### src/rtl/alu_ctl_pkg.sv
// Shared encodings for the registered ALU control sequencer: ALU control codes,
// R-type funct values, ALUOp encodings and the mult/div FSM state.
package alu_ctl_pkg;

    localparam logic [3:0] ALU_AND  = 4'd0;
    localparam logic [3:0] ALU_OR   = 4'd1;
    localparam logic [3:0] ALU_ADD  = 4'd2;
    localparam logic [3:0] ALU_XOR  = 4'd3;
    localparam logic [3:0] ALU_SLL  = 4'd4;
    localparam logic [3:0] ALU_SRL  = 4'd5;
    localparam logic [3:0] ALU_SUB  = 4'd6;
    localparam logic [3:0] ALU_SLT  = 4'd7;
    localparam logic [3:0] ALU_SLTU = 4'd8;
    localparam logic [3:0] ALU_MULT = 4'd9;
    localparam logic [3:0] ALU_DIV  = 4'd10;
    localparam logic [3:0] ALU_SRA  = 4'd11;
    localparam logic [3:0] ALU_NOR  = 4'd12;
    localparam logic [3:0] ALU_BAD  = 4'd15;

    localparam logic [5:0] FN_SLL   = 6'd0;
    localparam logic [5:0] FN_SRL   = 6'd2;
    localparam logic [5:0] FN_SRA   = 6'd3;
    localparam logic [5:0] FN_MULT  = 6'd24;
    localparam logic [5:0] FN_MULTU = 6'd25;
    localparam logic [5:0] FN_DIV   = 6'd26;
    localparam logic [5:0] FN_DIVU  = 6'd27;
    localparam logic [5:0] FN_ADD   = 6'd32;
    localparam logic [5:0] FN_ADDU  = 6'd33;
    localparam logic [5:0] FN_SUB   = 6'd34;
    localparam logic [5:0] FN_SUBU  = 6'd35;
    localparam logic [5:0] FN_AND   = 6'd36;
    localparam logic [5:0] FN_OR    = 6'd37;
    localparam logic [5:0] FN_XOR   = 6'd38;
    localparam logic [5:0] FN_NOR   = 6'd39;
    localparam logic [5:0] FN_SLT   = 6'd42;
    localparam logic [5:0] FN_SLTU  = 6'd43;

    typedef enum logic [1:0] {
        ALUOP_ADD   = 2'b00,
        ALUOP_SUB   = 2'b01,
        ALUOP_FUNCT = 2'b10,
        ALUOP_OR    = 2'b11
    } aluop_e;

    typedef enum logic [1:0] {
        IDLE    = 2'd0,
        MD_RUN  = 2'd1,
        MD_DONE = 2'd2
    } state_e;

endpackage

### src/rtl/alu_ctl_seq_if.sv
// Decode/handshake bundle between the ID/EX stage (master) and alu_ctl_seq (slave).
interface alu_ctl_seq_if #(
    parameter int CTL_W   = 4,
    parameter int FUNCT_W = 6
);
    logic               in_valid;
    logic               in_ready;
    logic [1:0]         alu_op;
    logic [FUNCT_W-1:0] funct;
    logic               flush;
    logic [CTL_W-1:0]   alu_ctl;
    logic               out_valid;
    logic               illegal;
    logic               md_start;
    logic               md_busy;
    logic               md_done;
    logic               hilo_we;
    logic               stall;

    modport master (
        output in_valid, alu_op, funct, flush,
        input  in_ready, alu_ctl, out_valid, illegal,
               md_start, md_busy, md_done, hilo_we, stall
    );

    modport slave (
        input  in_valid, alu_op, funct, flush,
        output in_ready, alu_ctl, out_valid, illegal,
               md_start, md_busy, md_done, hilo_we, stall
    );
endinterface

### src/rtl/alu_funct_dec.sv
// Combinational ALUOp/funct decode to {code, illegal, is_md}.
// Shift functs decode as legal only when ALU_SHIFT_EN is defined.
module alu_funct_dec
    import alu_ctl_pkg::*;
#(
    parameter int FUNCT_W = 6
) (
    input  logic [1:0]         alu_op,
    input  logic [FUNCT_W-1:0] funct,
    output logic [3:0]         code,
    output logic               illegal,
    output logic               is_md
);

    // Decode table lookup; anything unlisted becomes ALU_BAD with illegal set.
    always_comb begin
        code    = ALU_BAD;
        illegal = 1'b0;
        is_md   = 1'b0;
        case (alu_op)
            ALUOP_ADD: code = ALU_ADD;
            ALUOP_SUB: code = ALU_SUB;
            ALUOP_OR:  code = ALU_OR;
            ALUOP_FUNCT: begin
                case (funct)
                    FUNCT_W'(FN_ADD),  FUNCT_W'(FN_ADDU): code = ALU_ADD;
                    FUNCT_W'(FN_SUB),  FUNCT_W'(FN_SUBU): code = ALU_SUB;
                    FUNCT_W'(FN_AND):  code = ALU_AND;
                    FUNCT_W'(FN_OR):   code = ALU_OR;
                    FUNCT_W'(FN_XOR):  code = ALU_XOR;
                    FUNCT_W'(FN_NOR):  code = ALU_NOR;
                    FUNCT_W'(FN_SLT):  code = ALU_SLT;
                    FUNCT_W'(FN_SLTU): code = ALU_SLTU;
                    FUNCT_W'(FN_MULT), FUNCT_W'(FN_MULTU): begin
                        code  = ALU_MULT;
                        is_md = 1'b1;
                    end
                    FUNCT_W'(FN_DIV),  FUNCT_W'(FN_DIVU): begin
                        code  = ALU_DIV;
                        is_md = 1'b1;
                    end
`ifdef ALU_SHIFT_EN
                    FUNCT_W'(FN_SLL):  code = ALU_SLL;
                    FUNCT_W'(FN_SRL):  code = ALU_SRL;
                    FUNCT_W'(FN_SRA):  code = ALU_SRA;
`endif
                    default: begin
                        code    = ALU_BAD;
                        illegal = 1'b1;
                    end
                endcase
            end
            default: begin
                code    = ALU_BAD;
                illegal = 1'b1;
            end
        endcase
    end

endmodule

### src/rtl/alu_ctl_seq.sv
// Registered ALU control decode with a mult/div sequencer and ready/valid handshake.
// Optional shift decode is enabled by defining ALU_SHIFT_EN.
module alu_ctl_seq
    import alu_ctl_pkg::*;
#(
    parameter int CTL_W     = 4,
    parameter int FUNCT_W   = 6,
    parameter int MD_CYCLES = 32
) (
    input  logic         clk,
    input  logic         reset,
    alu_ctl_seq_if.slave bus
);

    localparam int CNT_W = (MD_CYCLES > 2) ? $clog2(MD_CYCLES) : 1;

    state_e             state_r;
    state_e             state_nxt_s;
    logic [CNT_W-1:0]   cnt_r;
    logic [CNT_W-1:0]   cnt_nxt_s;
    logic [CTL_W-1:0]   alu_ctl_r;
    logic               illegal_r;
    logic               out_valid_r;
    logic               md_start_r;
    logic               in_ready_s;
    logic               accept_s;
    logic [3:0]         dec_code_s;
    logic               dec_illegal_s;
    logic               dec_is_md_s;

    alu_funct_dec #(
        .FUNCT_W (FUNCT_W)
    ) u_dec (
        .alu_op  (bus.alu_op),
        .funct   (bus.funct),
        .code    (dec_code_s),
        .illegal (dec_illegal_s),
        .is_md   (dec_is_md_s)
    );

    assign in_ready_s = (state_r == IDLE);
    // Flush kills the handshake in the same cycle it is raised.
    assign accept_s   = bus.in_valid & in_ready_s & ~bus.flush;

    // Next-state and counter logic for the mult/div sequencer.
    always_comb begin
        state_nxt_s = state_r;
        cnt_nxt_s   = cnt_r;
        if (bus.flush) begin
            state_nxt_s = IDLE;
            cnt_nxt_s   = {CNT_W{1'b0}};
        end else begin
            case (state_r)
                IDLE: begin
                    if (accept_s && dec_is_md_s) begin
                        state_nxt_s = MD_RUN;
                        cnt_nxt_s   = CNT_W'(MD_CYCLES - 2);
                    end else begin
                        state_nxt_s = IDLE;
                    end
                end
                MD_RUN: begin
                    if (cnt_r == {CNT_W{1'b0}}) begin
                        state_nxt_s = MD_DONE;
                    end else begin
                        cnt_nxt_s = cnt_r - CNT_W'(1);
                    end
                end
                MD_DONE: state_nxt_s = IDLE;
                default: begin
                    state_nxt_s = IDLE;
                    cnt_nxt_s   = {CNT_W{1'b0}};
                end
            endcase
        end
    end

    // State, counter and registered decode outputs.
    always_ff @(posedge clk) begin
        if (reset) begin
            state_r     <= IDLE;
            cnt_r       <= {CNT_W{1'b0}};
            alu_ctl_r   <= CTL_W'(ALU_BAD);
            illegal_r   <= 1'b0;
            out_valid_r <= 1'b0;
            md_start_r  <= 1'b0;
        end else begin
            state_r     <= state_nxt_s;
            cnt_r       <= cnt_nxt_s;
            out_valid_r <= accept_s;
            md_start_r  <= accept_s & dec_is_md_s;
            if (accept_s) begin
                alu_ctl_r <= CTL_W'(dec_code_s);
                illegal_r <= dec_illegal_s;
            end else begin
                alu_ctl_r <= alu_ctl_r;
                illegal_r <= illegal_r;
            end
        end
    end

    assign bus.in_ready  = in_ready_s;
    assign bus.alu_ctl   = alu_ctl_r;
    assign bus.out_valid = out_valid_r;
    assign bus.illegal   = illegal_r;
    assign bus.md_start  = md_start_r;
    assign bus.md_busy   = (state_r == MD_RUN);
    // HI/LO commit follows the state register, so a flush in MD_DONE cannot retract it.
    assign bus.md_done   = (state_r == MD_DONE);
    assign bus.hilo_we   = (state_r == MD_DONE);
    assign bus.stall     = (state_r == MD_RUN) | (state_r == MD_DONE);

endmodule

### src/flat_wrapper.sv
// flat-port wrapper written by rule: the top's interface ports become plain ports
module alu_ctl_seq_flat import alu_ctl_pkg::*;
#(
    parameter int CTL_W     = 4,
    parameter int FUNCT_W   = 6,
    parameter int MD_CYCLES = 32
)
  (clk, reset, bus_in_valid, bus_alu_op, bus_funct, bus_flush, bus_in_ready, bus_alu_ctl, bus_out_valid, bus_illegal, bus_md_start, bus_md_busy, bus_md_done, bus_hilo_we, bus_stall);
  alu_ctl_seq_if #(.CTL_W(CTL_W), .FUNCT_W(FUNCT_W)) bus_i ();
  input  logic clk;
  input  logic reset;
  input wire logic [$bits(bus_i.in_valid)-1:0] bus_in_valid;
  input wire logic [$bits(bus_i.alu_op)-1:0] bus_alu_op;
  input wire logic [$bits(bus_i.funct)-1:0] bus_funct;
  input wire logic [$bits(bus_i.flush)-1:0] bus_flush;
  output wire logic [$bits(bus_i.in_ready)-1:0] bus_in_ready;
  output wire logic [$bits(bus_i.alu_ctl)-1:0] bus_alu_ctl;
  output wire logic [$bits(bus_i.out_valid)-1:0] bus_out_valid;
  output wire logic [$bits(bus_i.illegal)-1:0] bus_illegal;
  output wire logic [$bits(bus_i.md_start)-1:0] bus_md_start;
  output wire logic [$bits(bus_i.md_busy)-1:0] bus_md_busy;
  output wire logic [$bits(bus_i.md_done)-1:0] bus_md_done;
  output wire logic [$bits(bus_i.hilo_we)-1:0] bus_hilo_we;
  output wire logic [$bits(bus_i.stall)-1:0] bus_stall;
  assign bus_i.in_valid = bus_in_valid;
  assign bus_i.alu_op = bus_alu_op;
  assign bus_i.funct = bus_funct;
  assign bus_i.flush = bus_flush;
  assign bus_in_ready = bus_i.in_ready;
  assign bus_alu_ctl = bus_i.alu_ctl;
  assign bus_out_valid = bus_i.out_valid;
  assign bus_illegal = bus_i.illegal;
  assign bus_md_start = bus_i.md_start;
  assign bus_md_busy = bus_i.md_busy;
  assign bus_md_done = bus_i.md_done;
  assign bus_hilo_we = bus_i.hilo_we;
  assign bus_stall = bus_i.stall;
  alu_ctl_seq #(.CTL_W(CTL_W), .FUNCT_W(FUNCT_W), .MD_CYCLES(MD_CYCLES)) u_core (.clk(clk), .reset(reset), .bus(bus_i));
endmodule
### config.mk
export PLATFORM = sky130hd
export DESIGN_NAME = alu_ctl_seq_flat
export DESIGN_NICKNAME = d
export VERILOG_FILES = /design/src/rtl/alu_ctl_pkg.sv /design/src/rtl/alu_ctl_seq_if.sv /design/src/rtl/alu_funct_dec.sv /design/src/rtl/alu_ctl_seq.sv /design/src/flat_wrapper.sv
export SDC_FILE = /design/constraint.sdc
export NUM_CORES = 1
export LEC_CHECK = 0
export ABC_CLOCK_PERIOD_IN_PS = 3400
export CAP_MARGIN = 20
export CORE_UTILIZATION = 50
export DETAILED_ROUTE_END_ITERATION = 12
export PLACE_DENSITY = 0.93
export REMOVE_ABC_BUFFERS = 1
export SYNTH_ARGS = -nofsm -noshare
export SYNTH_HDL_FRONTEND = slang
export SYNTH_SLANG_ARGS = --single-unit
### constraint.sdc
create_clock -name clk -period 3.4 [get_ports clk]
set_input_delay 0.34 -clock clk [delete_from_list [all_inputs] [get_ports clk]]
set_output_delay 0.34 -clock clk [all_outputs]
set_load 0.1 [all_outputs]
==> flow_metrics.env <==
export IMPL_drc=0
export IMPL_cts_root_buffer="clkbuf_4"
export IMPL_final_nets=149
export IMPL_ys_top_cells_by_area="dfxtp_1, a21oi_1, ha_1, nor2_1, nor2b_1"
export IMPL_io_buffers=23
export IMPL_clk_latency_ps=290
export IMPL_grt_antenna_before_repair=0
export IMPL_worst_slew_pin_slew_ps=970
export IMPL_yosys_warnings=0
export IMPL_vias_per_cell=5.64
export IMPL_antenna_left=0
export IMPL_power_density_nw_per_um2=326
export IMPL_h_tree_depth=1
export IMPL_synth_edf_count=0
export IMPL_cp_end_kind="output port"
export IMPL_netlist_area_um2=895
export IMPL_synth_top_area_cell="dfxtp_1"
export IMPL_period_needed_ps=2500
export IMPL_dr_pass1_iters=4
export IMPL_tns_ps=0
export IMPL_timing_slew_headroom_pct=35.1
export IMPL_vdd_ir_drop_worst_mv=0.239
export IMPL_synth_avg_cell_area_um2=8.21
export IMPL_drt_iter0_drc=29
export IMPL_placed_cells=152
export IMPL_overflow=0
export IMPL_post_cts_buffers=0
export IMPL_critPathRequiredTime_ps=3060
export IMPL_areaGrowthSynthToFinish_pct=30.2
export IMPL_syn_inst=109
export IMPL_finClkSkew_ps=6.64
export IMPL_cts_tree="done"
export IMPL_cts_buffers=3
export IMPL_boundaryPins=24
export IMPL_cts_resized=0
export IMPL_crit_chain="inv_1 -> ha_1 -> clkdlybuf4s50_1"
export IMPL_hpwlAfterDp_mm=1.49
export IMPL_fin_cells=156
export IMPL_die_x_um=44.3
export IMPL_gp_congestion=0.793
export IMPL_fmax_mhz=400
export IMPL_regToRegStartpoint="u_core.cnt_r[0]$_SDFFE_PP0P_"
export IMPL_setup_viol=0
export IMPL_grt_pass1_wl_mm=3.29
export IMPL_cp_arrival_ps=2160
export IMPL_drive_above_1_share_pct=12.9
export IMPL_drt_wl_total_mm=1.98
export IMPL_seq_area_frac_synth_pct=31.3
export IMPL_min_from="u_core.bus.illegal$_SDFFE_PP0P_"
export IMPL_critPathKind="reg2out"
export IMPL_core_area_um2=1590
export IMPL_leakagePower_nw=0.430
export IMPL_clk_pin_slew_ps=90
export IMPL_netlist_top_cells_count="dfxtp_1, a21oi_1, nor2_1"
export IMPL_grt_max_degree=15
export IMPL_clockBufferDepth=2
export IMPL_row_count=14
export IMPL_cpPeakStageDelay_ps=1130
export IMPL_cp_max_fo=3
export IMPL_slowest_stage="clkdlybuf4s50_1"
export IMPL_postCtsHoldBufs=0
export IMPL_final_hold_viol_count=0
export IMPL_synthFlopType="dfxtp_1"
export IMPL_ys_seq_elements=14
export IMPL_grt_pass1_vias=775
export IMPL_yosys_area_top_type_share_pct=31.3
export IMPL_maxSlewViolCount=0
export IMPL_yosysUniqueCellTypes=40
export IMPL_hold_class="reg2reg"
export IMPL_crit_start="u_core.state_r[0]$_SDFFE_PP0P_"
export IMPL_die_area_um2=1960
export IMPL_rsz0062_at_grt="no"
export IMPL_num_vias=880
export IMPL_grtUsageTotal_pct=22.7
export IMPL_wire_per_inst_um=12.7
export IMPL_start_util_pct=56.1
export IMPL_status="finished clean"
export IMPL_cts_sinks=14
export IMPL_period_share_pct=73.6
export IMPL_cap_violations=0
export IMPL_die_y_um=44.3
export IMPL_synth_most_common_cell="dfxtp_1"
export IMPL_n_antenna_cell=0
export IMPL_cp_start_kind="register"
export IMPL_ys_async_sr_fraction_pct=0
sequential cells by signal, indices dropped and copies added (netlist names):
register / cells
u_core.bus.out_valid: 1
u_core.cnt_r: 5
u_core.bus.alu_ctl: 4
u_core.bus.illegal: 1
u_core.state_r: 2
u_core.bus.md_start: 1
cell usage in the layout, fill, tap and decap left out, drive strengths merged, types with 2 or more instances in the layout:
cell type	Yosys	final
a21oi	11	11
buf	2	3
nor4	2	2
nor2	11	11
a22oi	2	2
dfxtp	14	14
a31oi	4	4
a211oi	2	2
nor3	5	5
clkbuf	2	4
ha	4	4
nand2b	3	3
o31ai	2	2
or3	3	3
nand2	7	7
nor2b	5	5
nor4b	3	3
inv	7	7
o21ai	6	6
clkdlybuf4s50	0	20
and2b	2	2
final cells by class:
type	instances	area [um^2]
sequential	14	280
inverter	7	26.3
multi-input combinational	84	569
clock buffer	4	36.3
timing repair buffer	23	223
fill	120	429
tap	24	30.0
kinds of logic after synthesis:
kind of cell | count (synthesis) | synth area share (%)
adders and majority gates | 4 | 5.59
muxes | 1 | 1.12
DFF | 14 | 31.3
and+or+nand+nor | 46 | 31.9
buffers and inverters | 11 | 5.04
AOI/OAI and AO/OA | 33 | 25.0
critical path: cells and delay by family, from the launching register on:
family / cells / cell delay (ps)
fa+ha+maj: 1 / 280
buf+inv: 2 / 1210
flops: 1 / 380
per-stage QoR:
| step | utilization [%] | setup WS, ps | hold slack, ps | power (mW) | instance area [um^2] |
|---|---|---|---|---|---|
| CTS | 73.1 | 904 | 473 | 0.382 | 1160 |
| global route | 73.1 | 847 | 514 | 0.392 | 1160 |
| finish | 73.1 | 898 | 468 | 0.380 | 1160 |
| floorplan | - | 742 | 409 | 0.226 | 876 |
| detailed placement | 70.8 | 1230 | 455 | 0.257 | 1130 |
| global placement | 70.8 | 1290 | 449 | 0.256 | 1130 |
where the power goes:
| part | leakage, nW | switching (mW) | internal [mW] | total (mW) |
|---|---|---|---|---|
| Combinational | 0.295 | 0.0546 | 0.0292 | 0.0838 |
| Clock | 0.0210 | 0.0606 | 0.0653 | 0.126 |
| Sequential | 0.114 | 0.00188 | 0.168 | 0.170 |
| Total | 0.430 | 0.117 | 0.263 | 0.380 |
path summary, 6_finish.rpt:
path	to	slack, ps	depth (start not counted)
setup / recovery	bus_stall	900	3
hold / removal	u_core.bus.illegal$_SDFFE_PP0P_	470	2
hold reg to reg	u_core.bus.illegal$_SDFFE_PP0P_	470	2
setup reg to reg	u_core.cnt_r[3]$_SDFFE_PP0P_	1540	7
metal layers:
metal | GRT usage (%) | wire, um | vias to the layer above
li1 | - | - | 444
met1 | 29.3 | 927 | 401
met2 | 34.7 | 936 | 31
met3 | 5.31 | 86 | 4
met4 | 12.7 | 31 | 0
met5 | 0 | 0 | -
Note: power is estimated with default switching activity, not from simulation.
